**config.mk**
```make
export PLATFORM = sky130hd
export DESIGN_NAME = access_ctrl
export DESIGN_NICKNAME = d
export VERILOG_FILES = /design/src/rtl/access_ctrl_pkg.sv /design/src/rtl/access_ctrl_pwd_rom.sv /design/src/rtl/access_ctrl.sv
export SDC_FILE = /design/constraint.sdc
export NUM_CORES = 1
export LEC_CHECK = 0
export ABC_AREA = 1
export BUFFER_PORTS_ARGS = -buffer_cell sky130_fd_sc_hd__buf_4
export CAP_MARGIN = 20
export CORE_UTILIZATION = 55
export DETAILED_ROUTE_END_ITERATION = 7
export PLACE_DENSITY = 0.76
export RECOVER_POWER = 25
export SYNTH_ARGS = -nofsm -noshare
export SYNTH_HDL_FRONTEND = slang
export SYNTH_HIERARCHICAL = 1
export SYNTH_SLANG_ARGS = --single-unit
```
**constraint.sdc**
```tcl
create_clock -name clk -period 4.7 [get_ports clk]
set_input_delay 0.94 -clock clk [delete_from_list [all_inputs] [get_ports clk]]
set_output_delay 0.94 -clock clk [all_outputs]
set_load 0.02 [all_outputs]
```
**src/rtl/access_ctrl_pkg.sv**
```systemverilog
// rtl/access_ctrl_pkg.sv - shared constants, FSM states and password table for access_ctrl
package access_ctrl_pkg;

  localparam int DATA_W = 8;
  localparam int DEPTH  = 16;
  localparam int IDX_W  = 4;

  typedef enum logic {
    IDLE   = 1'b0,
    SEARCH = 1'b1
  } state_t;

  // Fixed list of accepted passwords; value 1 is intentionally not present.
  localparam logic [DATA_W-1:0] PWD_TABLE [DEPTH] = '{
    8'd146, 8'd199, 8'd23,  8'd57,
    8'd88,  8'd101, 8'd120, 8'd133,
    8'd160, 8'd175, 8'd190, 8'd210,
    8'd222, 8'd240, 8'd250, 8'd7
  };

endpackage

```
**src/rtl/access_ctrl_pwd_rom.sv**
```systemverilog
// rtl/access_ctrl_pwd_rom.sv - combinational lookup of the fixed password table
module pwd_rom
  import access_ctrl_pkg::*;
(
  input  logic [IDX_W-1:0]  addr,
  output logic [DATA_W-1:0] data
);

  // Pure table read; every address maps to a defined entry.
  always_comb begin
    data = PWD_TABLE[addr];
  end

endmodule

```
**src/rtl/access_ctrl.sv**
```systemverilog
// rtl/access_ctrl.sv - latches a typed password and scans the table for a match
module access_ctrl
  import access_ctrl_pkg::*;
(
  input  logic              clk,
  input  logic              rst,
  input  logic              enter,
  input  logic [DATA_W-1:0] senha_digitada,
  output logic              resultado
);

  state_t              state;
  logic [IDX_W-1:0]    idx;
  logic [DATA_W-1:0]   pwd_q;
  logic                enter_d;
  logic [DATA_W-1:0]   rom_data;
  logic                start;
  logic                hit;
  logic                last_entry;

  pwd_rom u_rom (
    .addr (idx),
    .data (rom_data)
  );

  // A request is a fresh 0->1 on enter seen while no search is running.
  always_comb begin
    start      = enter & ~enter_d & (state == IDLE);
    hit        = (rom_data == pwd_q);
    last_entry = (idx == IDX_W'(DEPTH - 1));
  end

  // Edge detector, password latch, index walk and registered grant/deny.
  always_ff @(posedge clk) begin
    if (!rst) begin
      state     <= IDLE;
      idx       <= '0;
      pwd_q     <= '0;
      enter_d   <= 1'b0;
      resultado <= 1'b0;
    end else begin
      enter_d <= enter;
      case (state)
        IDLE: begin
          if (start) begin
            pwd_q     <= senha_digitada;
            idx       <= '0;
            resultado <= 1'b0;
            state     <= SEARCH;
          end
        end
        SEARCH: begin
          if (hit) begin
            resultado <= 1'b1;
            state     <= IDLE;
          end else if (last_entry) begin
            resultado <= 1'b0;
            state     <= IDLE;
          end else begin
            idx <= idx + 1'b1;
          end
        end
        default: state <= IDLE;
      endcase
    end
  end

endmodule

```
Word-level counts from Yosys, hierarchy flattened
Memory sizes are Yosys's and may differ from the RTL's.
Index checks and enable logic that the tools add are counted.
{"block": "totals", "in_bits": 11, "elab_cells": 36, "mem_bits_ro": 128, "out_inout_bits": 1, "ff_bits": 15, "n_memories": 1}
{"name": "(no name shown)", "depth": 16, "width": 8, "read_ports": 1, "rd_ports_with_merged_regs": 0, "wr": 0, "line_no": "access_ctrl_pwd_rom.sv:11", "rtl": "data = PWD_TABLE[addr];"}
{"block": "op_classes", "n_reduce_logical": 3, "eq_ne": 6, "mux": 14, "bitwise": 5, "addsub": 1, "order_cmp": 1}
{"cell": "2-to-1 mux 8 bit", "n": 2}
{"cell": "2-to-1 mux 4 bit", "n": 3}
{"cell": "== test 8 bit", "n": 1}
{"cell": "one-hot mux 4 bit (2 select lines)", "n": 1}
{"cell": "2-to-1 mux 1 bit", "n": 6}
{"cell": "inequality test 2 bit, second input constant", "n": 3}
{"cell": ">= comparator 5 bit, second input constant", "n": 1}
{"cell": "inverter 4 -> 5 bit", "n": 1}
{"cell": "adder 4 x 1 -> 4 bit, second input constant", "n": 1}
{"cell": "== test 4 bit, second input constant", "n": 1}
{"cell": "one-hot mux 1 bit (2 select lines)", "n": 2}
{"cell": "AND reduction 2 bit", "n": 2}
{"cell": "inequality test 3 x 1 -> 1 bit, second input constant", "n": 1}
{"cell": "AND reduction 3 bit", "n": 1}
{"cell": "bitwise AND 1 bit", "n": 2}
{"cell": "inverter 1 bit", "n": 2}

Longest topological paths before layout
Gate-level depths: netlist of the first run.
{"block": "depth", "depth_word": 7, "mapped_depth": 18, "depth_no_buf": 18}

Hierarchy
The synthesis of the first run kept the hierarchy.
{"mod": "access_ctrl", "instances": 1, "cells_per_inst": 104, "seq_area_each_um2": 300.3, "area_each_um2": 745.7}
{"mod": "pwd_rom", "instances": 1, "cells_per_inst": 57, "seq_area_each_um2": 0.0, "area_each_um2": 301.5}

Least setup slack after synthesis of the first run
Ideal clock, no wire load.
{"block": "synth_timing", "path_type": "flip-flop to flip-flop", "from": "register idx[0]", "to": "register idx[2]", "required_time_ns": 4.587, "arrival_time_ns": 1.758, "setup_ns": 0.113, "synth_period_minus_slack_ns": 1.871, "slack_ns": 2.829, "stages_incl_launch_ff": 15, "n_path_buf": 0, "cell_sequence": "dfxtp_1 inv_1 ha_1 nand2_2 nand2_1 nand2_1 nand2_1 xnor2_1 nand2_1 nor2_2 nand2_2 nand2_4 nand2_4 nor2_1 nor2_1"}
{"block": "synth_via", "elab_chain_len": 7, "elab_cells_between_ends": 13, "cone_classes": "add/sub (1); eq/ne (4); mux (5); bitwise (1); reduce/logical (1); memory (1)"}
{"element": "from (decl)", "line_no": "access_ctrl.sv:13", "rtl": "logic [IDX_W-1:0] idx;"}
{"element": "from (signal assigned)", "line_no": "access_ctrl.sv:60", "rtl": "idx <= idx + 1'b1;"}
{"element": "inverter 4 -> 5 bit (not written as such)", "line_no": "access_ctrl_pwd_rom.sv:11"}
{"element": "memory read (16 x 8 bit)"}
{"element": "2-to-1 mux 8 bit (not written as such) (2 in series)", "line_no": "access_ctrl_pwd_rom.sv:11"}
{"element": "via rom_data[3]", "line_no": "access_ctrl.sv:16", "rtl": "logic [DATA_W-1:0] rom_data;"}
{"element": "== test 8 bit", "line_no": "access_ctrl.sv:29", "rtl": "hit = (rom_data == pwd_q);"}
{"element": "inequality test 2 bit (no line)"}
{"element": "AND reduction 3 bit (no line)"}
The timed path passes the listed nets, and every way through them passes these cells. The select of a mux whose other input is x is not followed.
A chain may end at the register's enable or synchronous reset.

Worst setup path after layout of the first run
Same ends and word-level chain as after synthesis.

==> reports/qor.yml, run 1 <==
fillers: 182
clockBufferDepth: 2
clk_pin_slew_ns: 0.10
setup_viol: 0
via_count: 999
seq_area_um2: 300
port-buffer-count: 11
grt_overflow: 0
hold_path_class: "flop to flop"
start_kind: "flop"
status: "complete, no violations"
wl_per_cell_um: 10.5
cp_common_cell: "nand2_1"
multi_input_area_um2: 641
worst_pin_slew_ns: 0.614
vdd_drop_max_uv: 176
place_hpwl_mm: 1.62
netlist-cell-type-count: 21
cap_viol_max_count: 0
setup_tns_ns: 0
slowest_delay_ns: 0.52
syn-num-nets: 178
gp_congestion: 0.854
crit_fanout: 10
ioPinCount: 12
cp_cell_sequence: "inv_1, ha_1, nand2_2, nand2_1, nand2_1, nand2_1, xnor2_1, nand2_1, nor2_2, nand2_2, nand2_4, nand2_4, nand2_1, nand2_1, nor2_1"
drt_iter0_drc: 33
crit_required_ns: 4.93
grt_usage: 0.221
synth.cell_area_um2: 1050
hold_buffers: 0
cts_resized: 0
syn_to_final_growth_pct: 10.9
drt-vias-per-instance: 5.05
cp-end-kind: "flop"
ant_nets: 0
drcViolationCount: 0
grt_start_max_net_pins: 15
maxSlewHeadroom: 0.590
ys_seq_elements: 15
insertion_delay_ns: 0.28
post_cts_buffers: 0
diodes: 0
first_global_vias: 824
die_w_um: 45.6
powerDensity_nw_per_um2: 283
utilization: 0.658
cts_root_buffer: "clkbuf_4"
core.rowCount: 15
core_um2: 1760
finalCritPeriodShare: 0.448
antenna_found_initial: 0
ys_warn_count: 6
drt-total-wl_mm: 2.08
num-nets-final: 191
drv_slew: 0
synth_cells: 161
cp.arrival_ns: 2.34
start_util: 0.594
dr.pass1.iters: 4
layout_min_cycle_time_ns: 2.11
power_leakage_nw: 0.572
grt_pass1_wl_mm: 3.34
yosysSeqAreaShare: 0.287
hold_violations: 0
cts_buffers: 3
critPathKind: "flop to flop"
cts_tree: "built"
cp_slowest_cell: "dfxtp_1"
fp.dieH_um: 45.6
max_freq_mhz: 474
fp.dieArea_um2: 2080
avgSynthCellArea_um2: 6.50
htree_levels: 1
rsz0062_at_grt: "no"
cts.sinks: 15
final_layout_size_suffix_gt1_frac: 0.191
fin_skew_ns: 0.00511
metrics by stage:
step	hold WS, ns	power [mW]	setup slack [ns]	area [µm²]	instances
after CTS	0.474	0.331	2.59	1160	198
after detailed placement	0.454	0.257	2.61	1140	194
after global routing	0.490	0.351	2.37	1160	198
final	0.474	0.329	2.59	1160	198
after global placement	0.452	0.252	2.71	1140	194
after floorplan	0.444	0.235	2.83	1050	161
sequential cells by signal, indices dropped and copies added (netlist names):
register / count
resultado: 1
pwd_q: 8
idx: 4
state: 1
enter_d: 1
cells in the mapped netlist:
cell type / number / share of area
buf_4: 1 / 0.0072
ha_1: 6 / 0.072
nand3_1: 15 / 0.072
buf_6: 1 / 0.011
o21ai_1: 5 / 0.024
nand2_1: 59 / 0.21
buf_2: 1 / 0.0048
nor2_2: 2 / 0.012
a21oi_1: 14 / 0.067
nor2_4: 1 / 0.011
o21ai_0: 2 / 0.0096
inv_8: 1 / 0.011
nand2_2: 7 / 0.042
dfxtp_1: 15 / 0.29
nor2_1: 5 / 0.018
xnor2_1: 5 / 0.042
inv_2: 3 / 0.011
clkinv_2: 1 / 0.0048
inv_1: 13 / 0.047
nand2_4: 3 / 0.032
inv_4: 1 / 0.0060
kinds of logic after synthesis:
group / Yosys count / synth area share
adder cells (fa/ha/maj): 6 / 0.0717
AND/OR/NAND/NOR: 92 / 0.398
flip-flops: 15 / 0.287
AO/OA/AOI/OAI: 21 / 0.100
buffers and inverters: 22 / 0.102
XOR/XNOR: 5 / 0.0418
placed cells by master, fill, tap and decap left out, drive strengths merged:
cell type,n
nand2,69
nor2,8
o21ai,7
dfxtp,15
buf,10
inv,18
a21oi,14
nand3,15
clkbuf,4
clkinv,2
xnor2,5
ha,6
where the power goes:
| part | leakage, nW | switching (mW) | internal [mW] | total (mW) |
|---|---|---|---|---|
| clock | 0.0177 | 0.0433 | 0.0316 | 0.0749 |
| sequential | 0.123 | 0.0142 | 0.136 | 0.150 |
| combinational | 0.431 | 0.0614 | 0.0423 | 0.104 |
per-layer routing:
layer,vias to the layer above,share of wire,track usage,wire (µm)
li1,526,-,-,-
met1,442,0.46,0.269,947
met2,25,0.49,0.383,1020
met3,6,0.037,0.0357,77
met4,0,0.019,0.0909,40
met5,-,0,0,0
final timing paths:
check,startpoint,end,slack (ns),cells after the start
setup / recovery,idx[0],idx[2],2.59,15
hold / removal,pwd_q[5],pwd_q[5],0.47,2
setup reg to reg,idx[0],idx[2],2.59,15
hold reg to reg,pwd_q[5],pwd_q[5],0.47,2
critical path: cells and delay by family (launching register included):
| kind | cells | cell delay [ns] |
|---|---|---|
| buf+inv | 1 | 0.15 |
| xor+xnor | 1 | 0.13 |
| fa+ha+maj | 1 | 0.36 |
| flops | 1 | 0.52 |
| simple gates | 12 | 0.90 |
cell type report:
type,count,share of cell area
clock buffer,3,0.0194
clock inverter,1,0.00431
inverter,19,0.0711
multi-input combinational,124,0.552
sequential,15,0.259
tap,25,0.0269
timing repair buffer,11,0.0679
No activity file was read; power rests on OpenSTA's default activity.
==> run 2, diff against run 1 <==
==> constraint.sdc (replaced) <==
create_clock -name clk -period 2 [get_ports clk]
set_input_delay 0.4 -clock clk [delete_from_list [all_inputs] [get_ports clk]]
set_output_delay 0.4 -clock clk [all_outputs]
set_load 0.02 [all_outputs]
==> reports/qor.yml, run 2 (synthesis results as in run 1) <==
ant_nets: 0
final_layout_size_suffix_gt1_frac: 0.243
clk_pin_slew_ns: 0.08
cap_viol_max_count: 0
cts.sinks: 15
syn_to_final_growth_pct: 16.7
cp-end-kind: "flop"
cts_tree: "built"
cts_buffers: 3
layout_common_cells: "nand2_1 (58), nand3_1 (15), buf_4 (15)"
num-nets-final: 195
status: "complete, no violations"
total_power_mw: 0.786
drt-vias-per-instance: 4.92
pre_cts_ws_ns: 0.00863
die_w_um: 45.6
drt-total-wl_mm: 2.27
design_area_um2: 1220
diodes: 0
start_kind: "flop"
cp.arrival_ns: 2.10
p_seq_frac: 0.446
fillers: 178
grt_pass1_wl_mm: 3.45
maxSlewHeadroom: 0.675
fp.dieH_um: 45.6
max_freq_mhz: 528
via_count: 994
grt_start_max_net_pins: 15
first_global_vias: 849
core_um2: 1760
critPathKind: "flop to flop"
worst_pin_slew_ns: 0.486
layout_setup_ws_ns: 0.107
power_leakage_nw: 0.592
setup_viol: 0
final_common_cell: "nand2_1"
clockPowerShare: 0.213
crit_fanout: 6
hold_path_class: "input port to flop"
sw_frac_of_total: 0.351
crit_required_ns: 2.21
fin_skew_ns: 0.00294
place_hpwl_mm: 1.66
ioPinCount: 12
layout_min_cycle_time_ns: 1.89
drt_iter0_drc: 26
reg_top3: "pwd_q: 8 flops, idx: 4 flops"
grt_overflow: 0
vdd_drop_max_uv: 441
powerDensity_nw_per_um2: 643
start_util: 0.594
insertion_delay_ns: 0.28
port-buffer-count: 11
htree_levels: 1
dr.pass1.iters: 4
p_sw_mw: 0.276
clockBufferDepth: 2
antenna_found_initial: 0
wl_per_cell_um: 11.2
dpl_cell_area_um2: 1160
drcViolationCount: 0
largest_register_ffs: 8
cts_root_buffer: "clkbuf_4"
grt_usage: 0.234
gp_congestion: 0.840
fp.dieArea_um2: 2080
intPower_mw: 0.510
core.rowCount: 15
hold_violations: 0
drv_slew: 0
top_register: "pwd_q"
finalCritPeriodShare: 0.946
p_comb_frac: 0.341
-- run 2: worst paths after layout --
path,slack [ns],start,cells past startpoint,end
setup / recovery,0.11,idx[0],15,idx[2]
hold / removal,0.31,enter,3,enter_d
setup reg to reg,0.11,idx[0],15,idx[2]
hold reg to reg,0.47,resultado,2,resultado
-- run 2: repair_timing --
action / in CTS / in global routing
setup buffers: 0 / 1
endpoints found under the setup margin: 1 / 5
hold buffers: 0 / 0
gates resized for setup: 1 / 8
pin swaps: 0 / 3
-- run 2: critical path, stage by stage, from the launching register on --
cell	delay (ns)
dfxtp_4	0.37
inv_1	0.15
ha_4	0.23
nand2_2	0.07
nand2_1	0.05
nand2_1	0.10
nand2_1	0.09
xnor2_1	0.14
nand2_1	0.07
nor2_2	0.13
nand2_2	0.08
nand2_4	0.09
nand2_4	0.06
nand2_1	0.06
nand2_1	0.04
nor2_1	0.08
-- run 2: metrics by stage --
step / setup TNS (ns) / hold WS [ns] / utilization / cells
2_1_floorplan: 0 / 0.444 / - / 161
3_3_place_gp: 0 / 0.453 / 0.657 / 197
3_5_place_dp: 0 / 0.456 / 0.657 / 197
4_1_cts: 0 / 0.311 / 0.673 / 201
5_1_grt: -0.0270 / 0.322 / 0.693 / 202
6_report: 0 / 0.314 / 0.693 / 202
-- run 2: power groups by stage --
stage                     sequential, mW  clock (mW)  combinational, mW
after floorplan                    0.344           0              0.208
final                              0.350       0.168              0.268
after global placement             0.354           0              0.249
after CTS                          0.348       0.173              0.256
after detailed placement           0.355           0              0.255
after global routing               0.354       0.185              0.300
-- run 2: cell type report --
cell class,count,area [µm²],share of cell area
multi-input combinational,124,663,0.542
clock buffer,4,26.3,0.0215
inverter,19,82.6,0.0676
tap,25,31.3,0.0256
timing repair buffer,15,113,0.0921
sequential,15,307,0.251
-- run 2: layer usage --
layer | vias up | routed length (µm) | GRT usage
met3 | 2 | 91 | 0.0595
met1 | 430 | 1040 | 0.297
li1 | 535 | - | -
met5 | - | 0 | 0
met4 | 0 | 14 | 0.0606
met2 | 27 | 1120 | 0.389
==> run 3, diff against run 2 <==
--- a/config.mk
+++ b/config.mk
@@ -8,11 +8,10 @@
 export ABC_AREA = 1
 export BUFFER_PORTS_ARGS = -buffer_cell sky130_fd_sc_hd__buf_4
 export CAP_MARGIN = 20
-export CORE_UTILIZATION = 55
+export CORE_UTILIZATION = 56
 export DETAILED_ROUTE_END_ITERATION = 7
-export PLACE_DENSITY = 0.76
+export PLACE_DENSITY = 0.77
 export RECOVER_POWER = 25
 export SYNTH_ARGS = -nofsm -noshare
 export SYNTH_HDL_FRONTEND = slang
-export SYNTH_HIERARCHICAL = 1
 export SYNTH_SLANG_ARGS = --single-unit
==> reports/qor.yml, run 3 <==
cp_slowest_cell: "dfxtp_4"
crit_fanout: 8
crit_required_ns: 2.22
timing.rr.start: "idx[0]"
diodes: 0
final_common_cell: "nand2_1"
maxSlewHeadroom: 0.652
hold_path_startpoint: "enter"
via_count: 1076
die_w_um: 45.1
grt_pass1_wl_mm: 3.77
cts_root_buffer: "clkbuf_4"
top_register: "pwd_q"
cp_common_cell: "nand2_2"
critPathKind: "flop to flop"
avgSynthCellArea_um2: 6.34
ys_warn_count: 0
drv_slew: 0
critPathBufInv: 1
largest_register_ffs: 8
finalCritPeriodShare: 0.953
yosysTopAreaCell: "dfxtp_1"
fp.dieH_um: 45.1
cp_cell_sequence: "inv_4, ha_4, or2_4, nand2_1, nand2_2, nand2_2, nand2_2, nand2_2, nand3_4, o21bai_4, nand2_4, nand2_1, nand2_1, nor2_1"
setup_viol: 0
intPower_mw: 0.562
synthTopCellsByArea: "dfxtp_1 (29%), nand2_1 (22%), ha_1 (7.2%), nand3_1 (5.8%), inv_1 (5.4%)"
drt-total-wl_mm: 2.50
seq_area_um2: 307
ys_seq_elements: 15
synth.cell_area_um2: 1040
slowest_delay_ns: 0.38
cts_tree: "built"
clockPowerShare: 0.196
num-nets-final: 205
vdd_drop_max_uv: 552
fin_skew_ns: 0.0114
core_um2: 1730
grt_usage: 0.256
cts_buffers: 3
synth_top_area_frac: 0.289
synth_edf_count: 0
netlist-cell-type-count: 24
clockBufferDepth: 2
synth_cells: 164
start_kind: "flop"
syn_to_final_growth_pct: 29.7
sw_frac_of_total: 0.380
reg_top3: "pwd_q: 8 flops, idx: 4 flops"
cp.arrival_ns: 2.13
ioPinCount: 12
max_freq_mhz: 524
p_comb_frac: 0.416
fillers: 145
rsz0062_at_grt: "yes"
grt_start_max_net_pins: 18
insertion_delay_ns: 0.29
startpoint: "idx[0]"
multi_input_area_um2: 738
utilization: 0.781
fp.dieArea_um2: 2030
start_util: 0.602
drt_iter0_drc: 37
cp-end-kind: "flop"
power_leakage_nw: 0.638
first_global_vias: 922
layout_min_cycle_time_ns: 1.91
place_hpwl_mm: 1.77
cp_top_family: "simple AND/OR/NAND/NOR gates"
grt_overflow: 0
synth_most_common_cell: "nand2_1"
cts.sinks: 15
status: "complete, no violations"
hold_violations: 0
p_seq_frac: 0.388
dp.cells: 202
core.rowCount: 15
drcViolationCount: 0
wl_per_cell_um: 11.8
synthFlopType: "dfxtp_1"
p_sw_mw: 0.344
instances_no_fill: 212
port-buffer-count: 11
syn-num-nets: 181
async_flop_share: 0
final_layout_size_suffix_gt1_frac: 0.326
antenna_found_initial: 0
worst_pin_slew_ns: 0.520
clk_pin_slew_ns: 0.08
htree_levels: 1
drt-vias-per-instance: 5.08
powerDensity_nw_per_um2: 672
gp_congestion: 0.890
layout_common_cells: "nand2_1 (52), buf_4 (21), inv_1 (12), dfxtp_1 (12)"
cap_viol_max_count: 0
synth_common_cells: "nand2_1 (60), dfxtp_1 (15), inv_1 (15)"
dr.pass1.iters: 4
hold_path_class: "input port to flop"
yosysSeqAreaShare: 0.289
ant_nets: 0
-- run 3: worst paths after layout --
check | end | slack (ns) | cells past startpoint
setup / recovery | idx[1] | 0.09 | 14
hold reg to reg | resultado | 0.46 | 2
setup reg to reg | idx[1] | 0.09 | 14
hold / removal | enter_d | 0.31 | 3
-- run 3: worst reg2reg max path: stages, from the launching register on --
cell and delay [ns]:
dfxtp_4 0.38, inv_4 0.04, ha_4 0.24, or2_4 0.23
nand2_1 0.07, nand2_2 0.07, nand2_2 0.07, nand2_2 0.05
nand2_2 0.08, nand3_4 0.09, o21bai_4 0.19, nand2_4 0.10
nand2_1 0.10, nand2_1 0.05, nor2_1 0.08
-- run 3: cell families (layout without fill, tap and decap cells) --
family | Yosys count | in the layout | synth area share
AND/OR/NAND/NOR | 95 | 95 | 0.400
AO/OA/AOI/OAI | 26 | 26 | 0.143
buffers and inverters | 21 | 44 | 0.0878
flip-flops | 15 | 15 | 0.289
adder cells (fa/ha/maj) | 6 | 6 | 0.0722
XOR/XNOR | 1 | 1 | 0.00843
-- run 3: repair_timing --
| item | CTS | global route |
|---|---|---|
| pin swaps | 0 | 13 |
| setup endpoints to repair | 2 | 5 |
| hold buffers | 0 | 0 |
| setup buffers | 0 | 6 |
| endpoints found under the hold margin | 0 | 0 |
| gates resized for setup | 2 | 30 |
-- run 3: cell type report --
| class | instances | area share |
|---|---|---|
| clock buffer | 4 | 0.0195 |
| multi-input combinational | 128 | 0.547 |
| sequential | 15 | 0.227 |
| tap | 25 | 0.0232 |
| inverter | 17 | 0.0492 |
| timing repair buffer | 23 | 0.134 |
-- run 3: layer usage --
layer	share of wire	global-route usage	routed length (µm)
met1	0.47	0.365	1170
met2	0.47	0.377	1180
met3	0.046	0.0320	116
met4	0.016	0.133	40
met5	0	0	0
-- run 3: through the flow --
| step | setup WS [ns] | total power, mW | hold WS (ns) | setup TNS, ns | area, µm² |
|---|---|---|---|---|---|
| finish | 0.0932 | 0.906 | 0.306 | 0 | 1350 |
| global route | -0.0592 | 0.967 | 0.320 | -0.0953 | 1350 |
| CTS | 0.0132 | 0.829 | 0.300 | 0 | 1200 |
| detailed placement | -0.0000675 | 0.655 | 0.457 | -0.0000675 | 1170 |
| global placement | 0.0963 | 0.647 | 0.453 | 0 | 1170 |
| floorplan | 0.0599 | 0.578 | 0.444 | 0 | 1040 |
-- run 3: power groups by stage --
stage               sequential, mW  clock [mW]  combinational (mW)
floorplan                    0.347           0               0.231
global placement             0.353           0               0.294
CTS                          0.349       0.179               0.302
global route                 0.355       0.195               0.418
detailed placement           0.354           0               0.301
finish                       0.352       0.177               0.377
